`src/rtl/bitcoin_pkg.sv`:
```
// Shared types, constants and the compact-target overflow rule used by the
// nBits decoder.
package bitcoin_pkg;

  localparam int NBITS_W  = 32;
  localparam int EXP_BIAS = 3;

  typedef enum logic [1:0] {
    IDLE  = 2'd0,
    SHIFT = 2'd1,
    DONE  = 2'd2
  } ctd_state_t;

  // True when mant * 256^(exp-3) needs more than nb bytes. The three terms
  // cover mantissas of one, two and three significant bytes.
  function automatic logic compact_ovf(input logic [7:0] exp,
                                       input logic [22:0] mant,
                                       input int unsigned nb);
    int unsigned e;
    e = 32'(exp);
    return (mant != '0) &&
           ((e > nb + 2) ||
            ((mant > 23'h0000ff) && (e > nb + 1)) ||
            ((mant > 23'h00ffff) && (e > nb)));
  endfunction

endpackage

```
`src/rtl/compact_target_decoder_seq_if.sv`:
```
// Request/result bundle between the config registers, the decoder and the
// hash-vs-target comparator.
//
// Handshake: both sides use valid/ready. A transfer happens on a rising clock
// edge where valid and ready are both 1. While valid is 1 the sender keeps its
// payload stable and does not drop valid until the transfer happens; ready may
// toggle freely and never depends combinationally on valid.
interface compact_target_decoder_seq_if #(
  parameter int TARGET_W = 256
);
  logic [bitcoin_pkg::NBITS_W-1:0] nbits_i;
  logic                            in_valid_i;
  logic                            in_ready_o;
  logic [TARGET_W-1:0]             target_o;
  logic                            negative_o;
  logic                            overflow_o;
  logic                            out_valid_o;
  logic                            out_ready_i;

  // Driving side: supplies nbits and consumes the result.
  modport master (
    output nbits_i, in_valid_i, out_ready_i,
    input  in_ready_o, target_o, negative_o, overflow_o, out_valid_o
  );

  // Decoder side.
  modport slave (
    input  nbits_i, in_valid_i, out_ready_i,
    output in_ready_o, target_o, negative_o, overflow_o, out_valid_o
  );
endinterface

```
`src/rtl/target_byte_shl.sv`:
```
// Combinational left shift by a whole number of bytes (0..STEP_BYTES).
module target_byte_shl #(
  parameter int TARGET_W   = 256,
  parameter int STEP_BYTES = 1,
  localparam int CW        = $clog2(STEP_BYTES + 1)
) (
  input  logic [TARGET_W-1:0] data,
  input  logic [CW-1:0]       count,
  output logic [TARGET_W-1:0] shifted
);

  logic [CW+2:0] shamt;

  // Byte count to bit count; upper bits fall off the top.
  always_comb begin
    shamt   = {count, 3'b000};
    shifted = data << shamt;
  end

endmodule

```
`src/rtl/compact_target_decoder_seq.sv`:
```
// Iterative nBits -> full target decoder. Flags and small exponents resolve on
// the accept edge; larger exponents shift the mantissa up STEP_BYTES bytes per
// cycle until the byte count is exhausted.
module compact_target_decoder_seq
  import bitcoin_pkg::*;
#(
  parameter int TARGET_W   = 256,
  parameter int STEP_BYTES = 1
) (
  input  logic                         wb_clk_i,
  input  logic                         wb_rst_i,
  compact_target_decoder_seq_if.slave  bus,
  output logic                         busy_o,
  output ctd_state_t                   state_o
);

  localparam int          CW    = $clog2(STEP_BYTES + 1);
  localparam int unsigned NB    = TARGET_W / 8;
  localparam logic [7:0]  STEP8 = 8'(STEP_BYTES);
  localparam logic [7:0]  BIAS8 = 8'(EXP_BIAS);

  ctd_state_t          state_q, state_d;
  logic [TARGET_W-1:0] acc_q;
  logic [7:0]          cnt_q;
  logic                neg_q, ovf_q;

  // Field split and flag evaluation on the incoming word.
  logic [7:0]          exp_f;
  logic [22:0]         mant_f;
  logic                neg_in, ovf_in, small_exp, accept;
  logic [1:0]          rbytes;
  logic [TARGET_W-1:0] mant_ext, rshift_val;

  // SHIFT-step signals.
  logic [CW-1:0]       step;
  logic [7:0]          cnt_next;
  logic                shift_last;
  logic [TARGET_W-1:0] shl_out;

  // Decode the incoming word and precompute the small-exponent result.
  always_comb begin
    exp_f      = bus.nbits_i[31:24];
    mant_f     = bus.nbits_i[22:0];
    neg_in     = bus.nbits_i[23] && (mant_f != '0);
    ovf_in     = compact_ovf(exp_f, mant_f, NB);
    small_exp  = (exp_f <= BIAS8);
    rbytes     = 2'(BIAS8 - exp_f);
    mant_ext   = TARGET_W'(mant_f);
    rshift_val = mant_ext >> {rbytes, 3'b000};
    accept     = bus.in_valid_i && (state_q == IDLE);
  end

  // Bytes to shift this cycle: a full step, or the remainder on the last one.
  always_comb begin
    step       = (cnt_q >= STEP8) ? CW'(STEP_BYTES) : CW'(cnt_q);
    cnt_next   = cnt_q - 8'(step);
    shift_last = (cnt_next == '0);
  end

  target_byte_shl #(
    .TARGET_W   (TARGET_W),
    .STEP_BYTES (STEP_BYTES)
  ) u_shl (
    .data    (acc_q),
    .count   (step),
    .shifted (shl_out)
  );

  // State register.
  always_ff @(posedge wb_clk_i) begin
    if (wb_rst_i) state_q <= IDLE;
    else          state_q <= state_d;
  end

  // Next-state logic.
  always_comb begin
    state_d = state_q;
    case (state_q)
      IDLE: begin
        if (accept) begin
          if (neg_in || ovf_in || small_exp) state_d = DONE;
          else                               state_d = SHIFT;
        end
      end
      SHIFT: if (shift_last) state_d = DONE;
      DONE:  if (bus.out_ready_i) state_d = IDLE;
      default: state_d = IDLE;
    endcase
  end

  // Accumulator, byte counter and latched flags.
  always_ff @(posedge wb_clk_i) begin
    if (wb_rst_i) begin
      acc_q <= '0;
      cnt_q <= '0;
      neg_q <= 1'b0;
      ovf_q <= 1'b0;
    end else begin
      case (state_q)
        IDLE: begin
          if (accept) begin
            neg_q <= neg_in;
            ovf_q <= ovf_in;
            if (neg_in || ovf_in) begin
              acc_q <= '0;
              cnt_q <= '0;
            end else if (small_exp) begin
              acc_q <= rshift_val;
              cnt_q <= '0;
            end else begin
              acc_q <= mant_ext;
              cnt_q <= exp_f - BIAS8;
            end
          end
        end
        SHIFT: begin
          acc_q <= shl_out;
          cnt_q <= cnt_next;
        end
        default: ;
      endcase
    end
  end

  // Outputs follow registered state directly.
  always_comb begin
    bus.in_ready_o  = (state_q == IDLE);
    bus.out_valid_o = (state_q == DONE);
    bus.target_o    = acc_q;
    bus.negative_o  = neg_q;
    bus.overflow_o  = ovf_q;
    busy_o          = (state_q != IDLE);
    state_o         = state_q;
  end

endmodule

```
`src/flat_wrapper.sv`:
```
// flat-port wrapper written by rule: the top's interface ports become plain ports
module compact_target_decoder_seq_flat import bitcoin_pkg::*;
#(
  parameter int TARGET_W   = 256,
  parameter int STEP_BYTES = 1
)
  (wb_clk_i, wb_rst_i, busy_o, state_o, bus_nbits_i, bus_in_valid_i, bus_out_ready_i, bus_in_ready_o, bus_target_o, bus_negative_o, bus_overflow_o, bus_out_valid_o);
  compact_target_decoder_seq_if #(.TARGET_W(TARGET_W)) bus_i ();
  input  logic wb_clk_i;
  input  logic wb_rst_i;
  output logic busy_o;
  output ctd_state_t state_o;
  input wire logic [$bits(bus_i.nbits_i)-1:0] bus_nbits_i;
  input wire logic [$bits(bus_i.in_valid_i)-1:0] bus_in_valid_i;
  input wire logic [$bits(bus_i.out_ready_i)-1:0] bus_out_ready_i;
  output wire logic [$bits(bus_i.in_ready_o)-1:0] bus_in_ready_o;
  output wire logic [$bits(bus_i.target_o)-1:0] bus_target_o;
  output wire logic [$bits(bus_i.negative_o)-1:0] bus_negative_o;
  output wire logic [$bits(bus_i.overflow_o)-1:0] bus_overflow_o;
  output wire logic [$bits(bus_i.out_valid_o)-1:0] bus_out_valid_o;
  assign bus_i.nbits_i = bus_nbits_i;
  assign bus_i.in_valid_i = bus_in_valid_i;
  assign bus_i.out_ready_i = bus_out_ready_i;
  assign bus_in_ready_o = bus_i.in_ready_o;
  assign bus_target_o = bus_i.target_o;
  assign bus_negative_o = bus_i.negative_o;
  assign bus_overflow_o = bus_i.overflow_o;
  assign bus_out_valid_o = bus_i.out_valid_o;
  compact_target_decoder_seq #(.TARGET_W(TARGET_W), .STEP_BYTES(STEP_BYTES)) u_core (.wb_clk_i(wb_clk_i), .wb_rst_i(wb_rst_i), .bus(bus_i), .busy_o(busy_o), .state_o(state_o));
endmodule
```
`config.mk`:
```
export PLATFORM = sky130hd
export DESIGN_NAME = compact_target_decoder_seq_flat
export DESIGN_NICKNAME = d
export VERILOG_FILES = /design/src/rtl/bitcoin_pkg.sv /design/src/rtl/compact_target_decoder_seq_if.sv /design/src/rtl/target_byte_shl.sv /design/src/rtl/compact_target_decoder_seq.sv /design/src/flat_wrapper.sv
export SDC_FILE = /design/constraint.sdc
export NUM_CORES = 1
export LEC_CHECK = 0
export BUFFER_PORTS_ARGS = -buffer_cell sky130_fd_sc_hd__buf_2
export CORE_MARGIN = 5
export CORE_UTILIZATION = 25
export DETAILED_ROUTE_END_ITERATION = 16
export MAX_ROUTING_LAYER = met4
export PLACE_DENSITY = 0.53
export SYNTH_ARGS = -nofsm -noshare
export SYNTH_HDL_FRONTEND = slang
export SYNTH_HIERARCHICAL = 1
export SYNTH_SLANG_ARGS = --single-unit
```
`constraint.sdc`:
```
create_clock -name wb_clk_i -period 3.2 [get_ports wb_clk_i]
set_input_delay 0.64 -clock wb_clk_i [delete_from_list [all_inputs] [get_ports wb_clk_i]]
set_output_delay 0.64 -clock wb_clk_i [all_outputs]
set_load 0.1 [all_outputs]
```
==> impl_metrics.env <==
export IMPL_htreeDepth=2
export IMPL_finalCritPeriodShare_pct=85.8
export IMPL_yosysUniqueCellTypes=50
export IMPL_arrival_ps=3160
export IMPL_finalClockSkew_ps=11.5
export IMPL_netSwitchingPower_w=0.00234
export IMPL_ios=299
export IMPL_drive_above_1_share_pct=39.5
export IMPL_yosys_warnings=6
export IMPL_p_per_area_mw_per_mm2=519
export IMPL_dr_pass1_iters=5
export IMPL_synth_seq_area_share_pct=41.0
export IMPL_num_fill_cells=5349
export IMPL_syn_to_final_growth_pct=23.5
export IMPL_hold_violations=0
export IMPL_start_util_pct=25.4
export IMPL_synth_top_cells_by_count="268 x dfxtp_1, 257 x a22oi_1, 256 x nor2_1, 249 x mux2_2, 94 x clkbuf_1"
export IMPL_clk_pin_slew_ps=60
export IMPL_grt_start_max_net_pins=142
export IMPL_seqCellArea_mm2=0.00537
export IMPL_worstHoldPathType="input pin to register"
export IMPL_multi_input_area_mm2=0.00700
export IMPL_synth_fp_nets=1392
export IMPL_final_antenna_net_count=0
export IMPL_grt_pass1_wl_um=63900
export IMPL_core_mm2=0.0516
export IMPL_cts_tree="built"
export IMPL_worstPathRequired_ps=3610
export IMPL_synth_most_common_cell="dfxtp_1"
export IMPL_grt_pass1_vias=10600
export IMPL_numCtsBuffers=34
export IMPL_path_class="register to register"
export IMPL_fin_crit_ps=2750
export IMPL_cell_internal_pwr_w=0.00606
export IMPL_combinationalPowerShare_pct=14.5
export IMPL_wl_per_cell_um=18.4
export IMPL_critPathMaxFanout=7
export IMPL_hpwl_um=27400
export IMPL_grt_use_total_pct=14.1
export IMPL_synth_ff_type="dfxtp_1"
export IMPL_cts_num_sinks=268
export IMPL_ys_async_sr_fraction_pct=0
export IMPL_syn_area_mm2=0.0131
export IMPL_place_ws_ps=466
export IMPL_syn_avg_cell_area_um2=9.70
export IMPL_die_width_um=239
export IMPL_fin_ws_ps=454
export IMPL_synth_top_area_share_pct=41.0
export IMPL_syn_inst=1351
export IMPL_synth_enable_flop_cells=0
export IMPL_drt_wl_total_um=42100
export IMPL_end_kind="register"
export IMPL_yosys_area_top_type="dfxtp_1"
export IMPL_hold_ws_ps=410
export IMPL_p_leak_nw=6.87
export IMPL_fp_dieArea_mm2=0.0571
export IMPL_power_w=0.00840
export IMPL_cts_hold_buf=0
export IMPL_synthTopCellsByArea="dfxtp_1 41%, mux2_2 21%, a22oi_1 15%, nor2_1 7.3%, clkbuf_1 2.7%"
export IMPL_clockRootBuffer="clkbuf_16"
export IMPL_grt_ovfl_total=0
export IMPL_ys_ff_latch=268
export IMPL_rsz0062_at_grt="false"
export IMPL_drv_cap=0
export IMPL_rows=83
export IMPL_num_vias=11500
export IMPL_tightest_slew_ps=911
export IMPL_dr_first_iter_drc_count=893
export IMPL_vias_per_cell=5.02
export IMPL_fp_dieH_um=239
export IMPL_setup_violations=0
export IMPL_p_seq_share_pct=40.4
export IMPL_relSlewSlack_pct=39.3
export IMPL_p_clk_share_pct=45.1
export IMPL_fin_nets=1621
export IMPL_status="complete, no violations"
export IMPL_drv_slew=0
export IMPL_antenna_found_initial=1
export IMPL_postCtsSetupBuffers=0
export IMPL_max_freq_mhz=364
export IMPL_ir_worst_vdd_v=0.000508
export IMPL_clk_latency_ps=530
export IMPL_switching_share_pct=27.8
export IMPL_drc_errors=0
export IMPL_post_cts_resized=0
export IMPL_portBuffers=298
export IMPL_clockBufferDepth=3
export IMPL_setup_tns_ps=0
export IMPL_routabilityCongestion=0.870
export IMPL_critPathLaunchType="register"
==> layer usage <==
metal	up-vias	track usage (%)	routed length [um]
li1	5490	-	-
met1	5613	18.6	18800
met2	320	21.4	19600
met3	47	3.55	2840
met4	0	4.13	849
met5	-	-	0
==> power by group through the flow <==
stage	clock network (W)	logic, W	registers (W)
global route	0.00408	0.00129	0.00339
detailed placement	0	0.00122	0.00347
CTS	0.00394	0.00122	0.00339
floorplan	0	0.000974	0.00357
global placement	0	0.00122	0.00346
finish	0.00378	0.00122	0.00339
==> worst paths after layout <==
check | start | slack (ps) | to | cells past startpoint
setup / recovery | u_core/cnt_q[4] | 450 | u_core/state_o[1] | 9
hold / removal | bus_nbits_i[23] | 410 | u_core/bus.negative_o | 3
setup reg to reg | u_core/cnt_q[4] | 450 | u_core/state_o[1] | 9
hold reg to reg | u_core/bus.negative_o | 460 | u_core/bus.negative_o | 2
==> cell families (layout without fill, tap and decap cells) <==
| family | count (synthesis) | after routing | synth area share (%) |
|---|---|---|---|
| AO/OA/AOI/OAI | 362 | 362 | 20.1 |
| XOR/XNOR | 6 | 6 | 0.401 |
| adder cells (fa/ha/maj) | 5 | 5 | 0.478 |
| buffers and inverters | 135 | 388 | 5.86 |
| flip-flops | 268 | 268 | 41.0 |
| multiplexers | 249 | 249 | 21.4 |
| other | 0 | 1 | 0 |
| AND/OR/NAND/NOR | 326 | 326 | 10.8 |
==> critical path, cell delays in order (launching register included) <==
cell	delay, ps
dfxtp_1	370
or3_1	440
nor2_1	270
a21oi_1	170
ha_1	230
nor3b_1	190
and4_1	210
o311ai_0	460
a211oi_1	110
o32a_1	190
==> registers in the layout, summed over array words and instances (netlist names) <==
signal	count
u_core/cnt_q	8
u_core/state_o	2
u_core/bus.target_o	256
u_core/bus.negative_o	1
u_core/bus.overflow_o	1
==> cell type report <==
type                            instances  share of cell area, %
Clock buffer                           54                   6.61
Antenna cell                            1                 0.0155
Multi-Input combinational cell        948                   43.3
Sequential cell                       268                   33.2
Inverter                                7                  0.162
Tap cell                              680                   5.26
Timing Repair Buffer                  321                   11.3
Clock inverter                          6                  0.232
==> placed cells by master, fill, tap and decap left out, types with 4 or more instances in the layout <==
cell type    n
clkbuf_16   37
o21ai_0     25
mux2_2     249
inv_1        7
nand4bb_1    6
clkbuf_1     9
nor2b_1      8
o31ai_1      4
ha_1         5
buf_12      12
nor3_1       6
buf_4       11
dfxtp_1    268
o32ai_1     16
o21bai_1     8
nor4_1       7
nand2_1     15
clkbuf_8     9
buf_2      297
nor2_1     254
or3_1        5
clkinv_2     4
a22oi_1    257
o22ai_1     12
a21oi_1     22
==> through the flow <==
step	instance area [um^2]	util, %	cells
6_report	16200	31.3	2285
5_1_grt	16200	31.3	2284
4_1_cts	16200	31.3	2284
3_5_place_dp	15100	29.2	2224
3_3_place_gp	15100	29.2	2224
2_1_floorplan	13100	-	1351
Power figures use the tool's default switching activity.
